[config.mk]
export PLATFORM = sky130hd
export DESIGN_NAME = prog_loader
export DESIGN_NICKNAME = d
export VERILOG_FILES = /design/src/rtl/riscv_pkg.sv /design/src/rtl/prog_loader.sv
export SDC_FILE = /design/constraint.sdc
export NUM_CORES = 1
export LEC_CHECK = 0
export ABC_AREA = 0
export BUFFER_PORTS_ARGS = -buffer_cell sky130_fd_sc_hd__buf_2
export CAP_MARGIN = 20
export CORE_MARGIN = 4
export CORE_UTILIZATION = 35
export DETAILED_ROUTE_END_ITERATION = 10
export PLACE_DENSITY = 0.59
export SYNTH_ARGS = -nofsm -noshare
export SYNTH_HDL_FRONTEND = slang
export SYNTH_SLANG_ARGS = --single-unit
[constraint.sdc]
create_clock -name clk -period 2.9 [get_ports clk]
set_input_delay 0.725 -clock clk [delete_from_list [all_inputs] [get_ports clk]]
set_output_delay 0.725 -clock clk [all_outputs]
set_load 0.1 [all_outputs]
[src/rtl/riscv_pkg.sv]
// Shared definitions for the boot-time program loader: memory geometry,
// the loader FSM encoding and a helper for address width derivation.
package riscv_pkg;

  localparam int MEMORY_SIZE      = 1024;
  localparam int NB_COL           = 4;
  localparam int COL_WIDTH        = 8;
  localparam int LOADER_HDR_BYTES = 2;

  // Word address width for a memory of the given depth (at least 1 bit).
  function automatic int addr_width(input int size);
    return (size > 1) ? $clog2(size) : 1;
  endfunction

  localparam int ADDR_WIDTH = addr_width(MEMORY_SIZE);

  typedef enum logic [2:0] {
    S_LEN_LO  = 3'd0,
    S_LEN_HI  = 3'd1,
    S_PAYLOAD = 3'd2,
    S_CHK     = 3'd3,
    S_DONE    = 3'd4,
    S_ERROR   = 3'd5
  } loader_state_t;

endpackage

[src/rtl/prog_loader.sv]
// Program loader: receives a length-prefixed, checksummed byte stream and
// writes it into an external byte-writable BRAM while holding the core in
// reset. Stream: LEN_LO, LEN_HI, 4*N payload bytes (LE per word), CHK.
//
// Handshake: a byte is transferred on a rising clk edge exactly when
// rx_valid and rx_ready are both 1; the sender may hold rx_valid low for any
// number of cycles, and rx_ready depends only on the current FSM state.
module prog_loader
  import riscv_pkg::*;
#(
  parameter int MEMORY_SIZE = riscv_pkg::MEMORY_SIZE,
  parameter int NB_COL      = riscv_pkg::NB_COL,
  parameter int COL_WIDTH   = riscv_pkg::COL_WIDTH,
  localparam int AW         = addr_width(MEMORY_SIZE)
) (
  input  logic                        clk,
  input  logic                        reset,
  input  logic [7:0]                  rx_data,
  input  logic                        rx_valid,
  output logic                        rx_ready,
  output logic [NB_COL-1:0]           mem_we,
  output logic [AW-1:0]               mem_addr,
  output logic [NB_COL*COL_WIDTH-1:0] mem_wdata,
  output logic                        core_reset_o,
  output logic                        load_done_o,
  output logic                        load_error_o,
  output logic [2:0]                  fsm_state
);

  loader_state_t state, state_next;

  logic [7:0]    len_lo;
  logic [15:0]   len;
  logic [15:0]   len_rx;
  logic [AW-1:0] word_cnt;
  logic [1:0]    byte_cnt;
  logic [7:0]    sum;
  logic          xfer;
  logic          len_bad;
  logic          last_byte;
  logic [7:0]    chk_total;

  assign xfer      = rx_valid && rx_ready;
  assign len_rx    = {rx_data, len_lo};
  assign len_bad   = (len_rx == 16'd0) || (int'(len_rx) > MEMORY_SIZE);
  assign last_byte = (byte_cnt == 2'd3) && (int'(word_cnt) == int'(len) - 1);
  assign chk_total = sum + rx_data;

  // State register.
  always_ff @(posedge clk) begin
    if (reset) state <= S_LEN_LO;
    else       state <= state_next;
  end

  // Next-state logic; terminal states are left only through reset.
  always_comb begin
    state_next = state;
    case (state)
      S_LEN_LO:  if (xfer) state_next = S_LEN_HI;
      S_LEN_HI:  if (xfer) state_next = len_bad ? S_ERROR : S_PAYLOAD;
      S_PAYLOAD: if (xfer && last_byte) state_next = S_CHK;
      S_CHK:     if (xfer) state_next = (chk_total == 8'd0) ? S_DONE : S_ERROR;
      S_DONE:    state_next = S_DONE;
      S_ERROR:   state_next = S_ERROR;
      default:   state_next = S_ERROR;
    endcase
  end

  // State-decoded outputs; core reset drops in the same cycle done rises.
  always_comb begin
    rx_ready     = (state == S_LEN_LO) || (state == S_LEN_HI) ||
                   (state == S_PAYLOAD) || (state == S_CHK);
    core_reset_o = (state != S_DONE);
    load_done_o  = (state == S_DONE);
    load_error_o = (state == S_ERROR);
    fsm_state    = state;
  end

  // Datapath: length capture, counters, running sum and registered BRAM port.
  always_ff @(posedge clk) begin
    if (reset) begin
      len_lo    <= '0;
      len       <= '0;
      word_cnt  <= '0;
      byte_cnt  <= '0;
      sum       <= '0;
      mem_we    <= '0;
      mem_addr  <= '0;
      mem_wdata <= '0;
    end else begin
      mem_we <= '0;
      case (state)
        S_LEN_LO: begin
          sum <= '0;
          if (xfer) len_lo <= rx_data;
        end
        S_LEN_HI: begin
          if (xfer) begin
            len      <= len_rx;
            word_cnt <= '0;
            byte_cnt <= '0;
          end
        end
        S_PAYLOAD: begin
          if (xfer) begin
            mem_we    <= NB_COL'(1) << byte_cnt;
            mem_addr  <= word_cnt;
            mem_wdata <= {NB_COL{COL_WIDTH'(rx_data)}};
            sum       <= sum + rx_data;
            byte_cnt  <= byte_cnt + 2'd1;
            if (byte_cnt == 2'd3) word_cnt <= word_cnt + AW'(1);
          end
        end
        default: ;
      endcase
    end
  end

endmodule

# [Word-level counts from Yosys, hierarchy flattened]
# Cells that the tools add are included.
[word_totals] register_bits=93 inputBits=11 wordCells=67
[op_classes] add_sub_neg=4 order_cmp=1 eq_ne=14 shift=1 n_mux=16 n_bitwise=2 n_reduce_logical=20
[op_table] operator="$mux W10" n=3
[op_table] operator="$pmux W10 S2" n=1
[op_table] operator="$eq A11 B17 Y1" n=1
[op_table] operator="$sub A16 B1 Y17 const B" n=1
[op_table] operator="$gt A16 B11 Y1 const B" n=1
[op_table] operator="$logic_not A16 Y1" n=1
[op_table] operator="$pmux W8 S2" n=1
[op_table] operator="$mux W3" n=5
[op_table] operator="$pmux W3 S5" n=1
[op_table] operator="$add A10 B1 Y10 const B" n=1
[op_table] operator="$ne A2 B2 Y1 const B" n=5
[op_table] operator="$add A8 B8 Y8" n=1
[op_table] operator="$logic_not A8 Y1" n=1
[op_table] operator="$mux W8" n=1
[op_table] operator="$reduce_and A2 Y1" n=4
[op_table] operator="$reduce_and A4 Y1" n=2
[op_table] operator="$eq A3 B2 Y1 const B" n=2
[op_table] operator="$eq A3 B3 Y1 const B" n=2
[op_table] operator="$logic_or A1 B1 Y1" n=4
[op_table] operator="$mux W2" n=2
[op_table] operator="$pmux W2 S2" n=1
[op_table] operator="$reduce_bool A2 Y1" n=2
[op_table] operator="$shl A1 B2 Y4 const A" n=1
[op_table] operator="$eq A3 B1 Y1 const B" n=1
[op_table] operator="other kinds (10)" n=13

# [Longest topological paths before layout]
# Gate-level depths: netlist (run 1).
[depth] ltp_word=8 mapped_depth=8

# [Worst setup path before layout (run 1)]
# No wires, ideal clock.
[synth_timing] kind="register to output" start="reg state[2], in the netlist fsm_state[2]" end="out core_reset_o" t_arrival_ns=5.420 t_required_ns=2.175 setup_slack_ns=-3.245 stages_incl_launch_ff=4 n_path_buf=0 path_cell_list="dfxtp_1 -> inv_1 -> nor3_1 -> inv_1"
[synth_via] elab_chain_len=1
[synth_lines] item="start, declared" line="prog_loader.sv:30" rtl="loader_state_t state, state_next;"
[synth_lines] item="start signal, assigned" line="prog_loader.sv:52" rtl="else state <= state_next;"
[synth_lines] item="$ne A3 B3 Y1" line="prog_loader.sv:73" rtl="core_reset_o = (state != S_DONE);"
[synth_lines] item="end, declared" line="prog_loader.sv:24" rtl="output logic core_reset_o,"
# Every way passes these cells.

# [Final worst setup path (run 1)]
[layout_timing] start="in rx_data[0]" end="reg state[0], in the netlist fsm_state[0]"
[layout_via] elab_chain_len=5 elab_cells_between_ends=10
[layout_lines] item="start, declared" line="prog_loader.sv:18" rtl="input logic [7:0] rx_data,"
[layout_lines] item="$add A8 B8 Y8, or another cell as far along" line="prog_loader.sv:47" rtl="assign chk_total = sum + rx_data;"
[layout_lines] item="$logic_not A8 Y1 or $logic_or A1 B1 Y1 (tied branches)" line="prog_loader.sv:62, prog_loader.sv:45"
[layout_lines] item="$mux W1 or $mux W3 (tied branches)" line="prog_loader.sv:62, prog_loader.sv:60"
[layout_lines] item="$mux W3, on equally long branches" line="prog_loader.sv:62, prog_loader.sv:60"
[layout_lines] item="$pmux W3 S5 *" line="prog_loader.sv:58" rtl="case (state)"
# Every way passes the cells marked *; elsewhere a longest branch is shown, timed or not. The select of a mux whose other input is x is not followed.
# A chain may end at the register's enable or synchronous reset.

==> results_dict.tcl, run 1 <==
set metrics [dict create \
    hp-start "len[15]" \
    cts-root-buf "clkbuf_8" \
    detail-route-antenna-nets 0 \
    hold_path.class "flip-flop to flip-flop" \
    rr_startpoint "sum[0]" \
    critical_path_arrival_ns 2.75 \
    whs_ns 0.455 \
    fmax_ghz 0.394 \
    status "finished, final reports clean" \
    crit_path_start_kind "input pin" \
    fin_crit_ns 2.54 \
    r2r_cells 9 \
    fillCellCount 1063 \
    hold_end "len[15]" \
    diodes 0 \
    seq_area_frac_synth_pct 37.4 \
    initial_utilization_pct 35.8 \
    slew_headroom_pct 57.6 \
    avgSynthCellArea_um2 7.93 \
    rr_endpoint "fsm_state[0]" \
    rsz0062_at_grt "false" \
    power.switching_uw 763 \
    clkPwrFrac_pct 38.2 \
    clock_sinks 69 \
    cts_resized 0 \
    cts_max_path_buffers 2 \
    layout.cells.non_filler 637 \
    finalMaxSlewViolations 0 \
    crit_required_ns 3.11 \
    final_nets 518 \
    worst_slew_pin_slew_ns 0.632 \
    swShare_pct 32.0 \
    final_area_um2 4150 \
    vias_per_cell 5.04 \
    antenna_found_initial 0 \
    syn-num-nets 488 \
    synthFlopType "dfxtp_1" \
    power_frac_seq_pct 42.7 \
    synth-seq-cells 69 \
    irDropWorstVdd_mv 0.300 \
    ctsHtreeMaxLevel 3 \
    drt_wl_total_um 8700 \
    areaGrowthSynthToFinish_pct 12.2 \
    synth_edf_count 0 \
    place_congestion 0.854 \
    fp.dieW_um 111 \
    drt_iter0_drc 189 \
    async_flop_share_pct 0 \
    hold_viol_final 0 \
    dpl.cell_count 621 \
    die_area_um2 12300 \
    portBuffers 63 \
    synth_cell_types 59 \
    holdBufCountCts 0 \
    insertion_delay_ns 0.34 \
    postSynthCellCount 466 \
    syn_area_um2 3700 \
    fin_crit_sh_pct 87.5 \
    hpwl_um 6500 \
    skew_ns 0.0121 \
    core_um2 10300 \
    dr_total_vias 3213 \
    wl_per_cell_um 13.7 \
    leakagePower_nw 1.74 \
    grt_overflow_total 0 \
    die_y_um 111 \
    grt_pass1_wl_um 14400 \
    cap_violations 0 \
    drc 0 \
    path_max_fanout 3 \
    grt_max_degree 42 \
    drive_gt1_share_pct 21.0 \
    cts_tree "yes" \
    p_comb_share_pct 19.0 \
    tns_ns 0 \
    grt.total_usage_pct 14.0 \
    critPathKind "input pin to flip-flop" \
    place_area_um2 3910 \
    num_rows 37 \
    hold_depth 2 \
    p_per_area_nw_per_um2 575 \
    power.internal_mw 1.62 \
    cts_buffers 9 \
    grt_pass1_vias 2965 \
    first_pass_iters 4 \
    r2r_slack_ns 0.56 \
    clk_pin_slew_ns 0.07 \
    endpoint_kind "flip-flop" \
    cts_post_setup_buffers_inserted 0 \
    setup_viol 0 \
    ios 64 \
    yosysWarnings 0 \
]
## through the flow
step	util [%]	power, mW	worst slack (ns)
finish	40.2	2.38	0.362
detailed placement	37.9	1.50	0.0149
global route	40.2	2.49	0.243
floorplan	-	1.43	-0.774
CTS	40.2	2.41	0.381
global placement	37.9	1.49	0.0299
## synth_stat cells (all sizes together), types with 8 or more instances
master | instances | share of area (%)
a21oi | 56 | 7.7
a22oi | 8 | 1.6
buf | 33 | 7.1
clkbuf | 18 | 2.2
dfxtp | 69 | 37
ha | 10 | 3.4
inv | 12 | 1.2
nand2 | 98 | 10
nand3 | 9 | 1.2
nor2 | 38 | 3.9
nor3 | 8 | 1.4
o21ai | 10 | 1.4
xnor2 | 8 | 1.9
xor2 | 14 | 3.3
## flip-flops by register name (all words and copies together) (netlist names)
register   flops
fsm_state      3
len           16
mem_wdata      8
sum            8
mem_we         4
len_lo         8
byte_cnt       2
word_cnt      10
mem_addr      10
## layout by cell type, fill, tap and decap left out, types with 2 or more instances in the layout
cell type,synthesis,final
a221oi_1,4,4
nand4_1,7,7
and4bb_2,2,2
nand2_1,98,98
nor2b_1,4,4
mux2i_1,2,2
nor2_1,38,38
clkbuf_8,1,11
a21o_1,2,2
a211oi_1,4,4
xor2_1,14,14
or4_1,3,3
and3_1,5,5
xnor2_1,8,8
buf_2,1,63
o31ai_1,2,2
nand3_1,9,9
a22oi_1,8,8
nor3_1,7,6
or3_1,2,2
buf_4,26,7
dfxtp_1,69,68
ha_1,10,10
or2_2,2,2
nand2b_1,4,4
nor3_4,1,2
nor3b_1,4,4
nor4_1,4,4
a21oi_1,55,55
inv_1,12,10
a31oi_1,4,4
bufinv_16,0,2
clkinvlp_4,0,3
o21ai_0,9,9
## routing by layer
metal / share of wire [%] / global-route usage, % / up-vias
met2: 50 / 24.3 / 46
li1: - / - / 1636
met5: 0 / 0 / -
met4: 1.2 / 4.68 / 0
met1: 45 / 17.3 / 1522
met3: 3.1 / 2.62 / 9
## area by class of cell
class	count	area, um^2	share of cell area (%)
well taps	136	170	4.11
multi-input cells	334	1940	46.7
clock buffers	11	151	3.65
clock inverters	5	81.3	1.96
repair buffers	70	368	8.87
flip-flops and latches	69	1390	33.4
inverters	12	52.6	1.27
## kinds of logic (layout without fill, tap and decap cells)
family / Yosys count / in the layout / share of synthesized area, %
compound gates: 100 / 100 / 16.6
fa+ha+maj: 11 / 11 / 3.93
mux: 2 / 2 / 0.542
xor+xnor: 22 / 22 / 5.21
buf+inv: 63 / 98 / 10.5
simple gates: 199 / 199 / 25.8
flops: 69 / 69 / 37.4
## how the worst max path moves through the flow
stage,endpoint,slack [ns],startpoint,depth (start not counted)
final,fsm_state[0],0.36,rx_data[0],10
after global routing,fsm_state[0],0.24,rx_data[0],10
after CTS,fsm_state[0],0.38,rx_data[0],9
after detailed placement,fsm_state[0],0.01,rx_data[0],9
after global placement,fsm_state[0],0.03,rx_data[0],9
after floorplan,core_reset_o,-0.77,fsm_state[2],3
## power by group through the flow
stage | registers (mW) | clock network [mW] | logic, mW
final | 1.02 | 0.911 | 0.454
after global routing | 1.03 | 0.974 | 0.489
after CTS | 1.02 | 0.939 | 0.456
after detailed placement | 1.04 | 0 | 0.454
after global placement | 1.04 | 0 | 0.451
after floorplan | 1.09 | 0 | 0.342
## critical path, cell delays in order
cell      delay [ns]
buf_2           0.11
ha_1            0.23
fa_1            0.39
buf_4           0.16
a211oi_1        0.29
or4_1           0.17
nand3_1         0.08
or2_2           0.31
o31ai_1         0.19
mux2i_1         0.09
Note: power is estimated with default switching activity, not from simulation.
==> inputs of run 2 (changes only) <==
Settings changed: GPL_TIMING_DRIVEN set to 0, HOLD_SLACK_MARGIN set to 0.15, SKIP_CTS_REPAIR_TIMING set to 1.
==> run 2 against run 1 <==
  * First-iteration DRC count fell by 3.7%
  * Hold slack improved by 0.0014 ns
  * Via count rose by 4.3%
  * Non-clock buffer count rose by 42
  * Clock-buffer cell count rose by 1
  * Critical path depth fell by 1
  * Register-to-register slack got worse by 0.09 ns
  * Final cell count rose by 6.6%
  * Sequential cell count did not move
  * Cell area rose by 6.2%
  * Setup slack got worse by 0.12 ns
  * Largest cell class unchanged
==> results_dict.tcl, run 2 (synthesis gave the netlist of run 1 again) <==
set metrics [dict create \
    finalMaxSlewViolations 0 \
    hpwl_um 7090 \
    r2r_slack_ns 0.47 \
    place_area_um2 4190 \
    cp_cell_sequence "buf_2 > ha_1 > fa_1 > a21o_1 > a21oi_2 > xnor2_1 > or4_1 > o31ai_1 > mux2i_1" \
    cts-root-buf "clkbuf_8" \
    core_um2 10300 \
    clk_pin_slew_ns 0.08 \
    final_nets 560 \
    cap_violations 0 \
    clock_sinks 69 \
    grt_pass1_vias 3228 \
    layout.cells.non_filler 679 \
    p_per_area_nw_per_um2 533 \
    crit_required_ns 3.12 \
    clkPwrFrac_pct 35.7 \
    grt_max_degree 12 \
    final_common_cell "nand2_1" \
    path_max_fanout 5 \
    cp_top_family "adder cells" \
    die_area_um2 12300 \
    drive_gt1_share_pct 23.6 \
    hold_viol_final 0 \
    final_cell_mix "98 x nand2_1, 68 x dfxtp_1, 62 x buf_2" \
    worst_slew_pin_slew_ns 0.662 \
    fmax_ghz 0.376 \
    setup_viol 0 \
    wl_per_cell_um 13.6 \
    rr_endpoint "fsm_state[0]" \
    leakagePower_nw 1.90 \
    place_congestion 0.884 \
    power.switching_uw 749 \
    cts_max_path_buffers 2 \
    areaGrowthSynthToFinish_pct 19.1 \
    antenna_found_initial 0 \
    power.internal_mw 1.60 \
    ctsHtreeMaxLevel 3 \
    endpoint_kind "flip-flop" \
    critPathKind "input pin to flip-flop" \
    drc 0 \
    rr_startpoint "sum[0]" \
    grt_overflow_total 0 \
    die_y_um 111 \
    initial_utilization_pct 35.8 \
    max_stage_delay_ns 0.54 \
    hold_end "mem_addr[5]" \
    rsz0062_at_grt "false" \
    p_comb_share_pct 21.5 \
    r2r_cells 8 \
    power_frac_seq_pct 42.9 \
    diodes 0 \
    dpl.cell_count 663 \
    path_buf_inv 1 \
    insertion_delay_ns 0.34 \
    grt_pass1_wl_um 15600 \
    top_regs "len: 16 flops, mem_addr: 10 flops, word_cnt: 10 flops" \
    grt.total_usage_pct 15.1 \
    num_rows 37 \
    fin_crit_sh_pct 91.7 \
    largest_reg_flops 16 \
    crit_path_start_kind "input pin" \
    detail-route-antenna-nets 0 \
    fillCellCount 1088 \
    fin_crit_ns 2.66 \
    vias_per_cell 4.94 \
    critical_path_arrival_ns 2.88 \
    hold_path.class "flip-flop to flip-flop" \
    drt_wl_total_um 9240 \
    skew_ns 0.0135 \
    drt_iter0_drc 182 \
    irDropWorstVdd_mv 0.416 \
    hold_depth 2 \
    tns_ns 0 \
    ios 64 \
    slew_headroom_pct 55.6 \
    total_power_mw 2.35 \
    portBuffers 61 \
    cts_buffers 9 \
    final_area_um2 4400 \
    hp-start "mem_addr[5]" \
    fp.dieW_um 111 \
    status "finished, final reports clean" \
    cp_slowest_cell "or4_1" \
    cts_tree "yes" \
    swShare_pct 31.9 \
    first_pass_iters 4 \
    largest_register "len" \
    dr_total_vias 3351 \
]
run 2: cell types whose count changed in the layout (fill, tap and decap cells not counted), sizes merged:
cell | before | now
buf | 70 | 94
clkbuf | 11 | 30
inv | 11 | 10
run 2: worst max path at each step:
stage	from	endpoint	depth (start not counted)
2_1_floorplan	fsm_state[2]	core_reset_o	3
3_3_place_gp	rx_data[0]	fsm_state[0]	9
3_5_place_dp	rx_data[0]	fsm_state[0]	9
4_1_cts	rx_data[0]	fsm_state[0]	9
5_1_grt	rx_data[0]	fsm_state[0]	9
6_report	rx_data[0]	fsm_state[0]	9
run 2: power groups by stage:
stage	clock network, mW	registers, mW	logic (mW)
global placement	0	1.03	0.498
CTS	0.851	1.01	0.505
global route	0.902	1.01	0.544
floorplan	0	1.09	0.342
finish	0.837	1.01	0.503
detailed placement	0	1.03	0.503
run 2: through the flow:
stage	utilization, %	hold WS [ns]	setup WS (ns)
after floorplan	-	0.436	-0.774
after global placement	40.6	0.445	-0.134
after detailed placement	40.6	0.449	-0.128
after CTS	42.6	0.460	0.226
after global routing	42.6	0.486	0.156
final	42.6	0.456	0.241
run 2: area by class of cell:
cell class	instances	area [um^2]	share of cell area [%]
flip-flops and latches	69	1390	31.5
multi-input cells	334	1940	44.0
clock inverters	4	72.6	1.65
repair buffers	61	305	6.94
well taps	136	170	3.87
clock buffers	12	135	3.07
inverters	12	52.6	1.19
plain buffers	51	344	7.82
run 2: per-layer routing:
metal / part of all wire, % / track usage (%) / up-vias
met1: 47 / 19.1 / 1569
met4: 1.9 / 5.09 / 0
li1: - / - / 1715
met3: 2.9 / 3.28 / 17
met2: 49 / 25.5 / 50
met5: 0 / 0 / -
run 2: worst min-delay path, delay by kind of cell (launching register included):
kind / cells / cell delay, ns
flops: 1 / 0.31
simple gates: 1 / 0.05
compound gates: 1 / 0.05
==> inputs of run 3 (changes only) <==
Settings changed: BUFFER_PORTS_ARGS -buffer_cell sky130_fd_sc_hd__buf_2 to unset, CAP_MARGIN 20 to unset, DONT_BUFFER_PORTS set to 1, PLACE_DENSITY 0.59 to 0.54.
==> run 3 against run 2 <==
  * The flow now finishes with violations (negative setup slack)
  * Global-route usage is 0.071 points higher
  * Utilization down 2.4 points
  * Clock-buffer cell count fell by 1
  * Non-clock buffer count is 60 lower
  * Clock skew rose by 0.0037 ns
  * Via count decreased by 6.7%
  * Register-to-register slack worse by 0.30 ns
  * Die area unchanged
  * Fmax is 36% lower
  * Wire length rose by 0.24%
  * Cell area fell by 5.7%
  * Critical endpoint is now core_reset_o
  * Largest cell class unchanged
==> results_dict.tcl, run 3 (synthesis gave the netlist of run 1 again) <==
set metrics [dict create \
    p_per_area_nw_per_um2 592 \
    clk_pin_slew_ns 0.08 \
    whs_ns 0.455 \
    wl_met3_um 342 \
    insertion_delay_ns 0.35 \
    drt_wl_total_um 9260 \
    violations "negative setup slack" \
    first_pass_iters 4 \
    top_regs "len: 16 flops, mem_addr: 10 flops, word_cnt: 10 flops" \
    r2r_cells 5 \
    crit_required_ns 2.17 \
    final_nets 500 \
    grt_pass1_vias 3018 \
    cap_violations 0 \
    largest_reg_flops 16 \
    cts_tree "yes" \
    ctsHtreeMaxLevel 3 \
    vias_per_cell 5.05 \
    cts_max_path_buffers 2 \
    setup_viol 2 \
    hpwl_um 6940 \
    drt_iter0_drc 146 \
    dr_total_vias 3126 \
    seq_area_um2 1390 \
    slew_headroom_pct 23.4 \
    die_y_um 111 \
    fmax_ghz 0.240 \
    wl_per_cell_um 15.0 \
    hold_end "len[4]" \
    portBuffers 0 \
    crit_path_start_kind "flip-flop" \
    tns_ns -1.69 \
    final_common_cell "nand2_1" \
    multi_input_area_um2 1940 \
    met1Wirelength_um 4240 \
    largest_register "len" \
    place_area_um2 3890 \
    grt_pass1_wl_um 15300 \
    rr_endpoint "fsm_state[0]" \
    drc 0 \
    num_rows 37 \
    grt.total_usage_pct 15.2 \
    fillCellCount 1065 \
    endpoint_kind "output pin" \
    hold_depth 2 \
    cts_buffers 9 \
    cts-root-buf "clkbuf_8" \
    die_area_um2 12300 \
    fin_crit_sh_pct 144 \
    clock_sinks 69 \
    core_um2 10300 \
    ios 64 \
    antenna_found_initial 0 \
    areaGrowthSynthToFinish_pct 12.4 \
    final_area_um2 4150 \
    drive_gt1_share_pct 14.7 \
    worst_slew_pin_slew_ns 1.15 \
    diodes 0 \
    layout.cells.non_filler 619 \
    place_ws_ns -0.911 \
    final_cell_mix "98 x nand2_1, 67 x dfxtp_1, 55 x a21oi_1" \
    wl_met2_um 4500 \
    fp.dieW_um 111 \
    status "complete, but fails checks" \
    fin_crit_ns 4.17 \
    initial_utilization_pct 35.8 \
    hold_viol_final 0 \
    worst_slack_ns -1.27 \
    place_congestion 0.874 \
    critical_path_arrival_ns 3.44 \
    finalMaxSlewViolations 0 \
    hp-start "len_lo[4]" \
    r2r_slack_ns 0.17 \
    grt_overflow_total 0 \
    dpl.cell_count 602 \
    top_layer_used "met4" \
    leakagePower_nw 1.62 \
    grt_max_degree 13 \
    rsz0062_at_grt "true" \
    detail-route-antenna-nets 0 \
    skew_ns 0.0171 \
    hold_path.class "flip-flop to flip-flop" \
    irDropWorstVdd_mv 0.300 \
    critPathKind "flip-flop to output pin" \
    rr_startpoint "fsm_state[2]" \
    path_max_fanout 7 \
]
## run 3: cell count changes in the layout (fill, tap and decap cells not counted)
cell and delta:
and3_1 -1, buf_2 -61, clkbuf_8 +1, clkinvlp_4 -1
dfxtp_2 +1, dlymetal6s2s_1 +1, and3_2 +1, clkinv_2 -1
dfxtp_1 -1, clkinv_4 +2, bufinv_16 +1, clkbuf_1 -2
## run 3: where the power goes
part	internal, mW	switching, mW	total [mW]
combinational	0.119	0.288	0.406
sequential	0.977	0.0943	1.07
clock	0.598	0.383	0.981
total	1.69	0.765	2.46
## run 3: how the worst max path moves through the flow
stage | start | endpoint | slack [ns] | cells past startpoint
2_1_floorplan | fsm_state[2] | core_reset_o | -0.77 | 3
3_3_place_gp | fsm_state[2] | core_reset_o | -0.92 | 3
3_5_place_dp | fsm_state[2] | core_reset_o | -0.91 | 3
4_1_cts | fsm_state[2] | core_reset_o | -1.31 | 3
5_1_grt | fsm_state[2] | core_reset_o | -1.36 | 3
6_report | fsm_state[2] | core_reset_o | -1.27 | 3
## run 3: routing by layer
metal / vias to the layer above / GRT usage (%)
li1: 1605 / -
met4: 0 / 5.58
met1: 1463 / 19.0
met2: 46 / 25.0
met5: - / 0
met3: 12 / 4.04
## run 3: cell type report
| cell class | instances | area share, % |
|---|---|---|
| sequential | 69 | 33.4 |
| timing repair buffer | 1 | 0.301 |
| buffer | 51 | 8.29 |
| tap | 136 | 4.10 |
| inverter | 12 | 1.27 |
| clock buffer | 11 | 3.40 |
| clock inverter | 5 | 2.59 |
| multi-input combinational | 334 | 46.7 |
## run 3: critical path, stage by stage (launching register included)
cell and delay, ns:
dfxtp_4 0.59, clkinvlp_4 0.59, nor3_4 1.06, clkinvlp_4 0.84
## run 3: stage by stage
step                utilization [%]  total power [mW]
floorplan                         -              1.43
global placement               37.7              1.49
detailed placement             37.7              1.50
CTS                            40.1              2.48
global route                   40.2              2.58
finish                         40.2              2.46
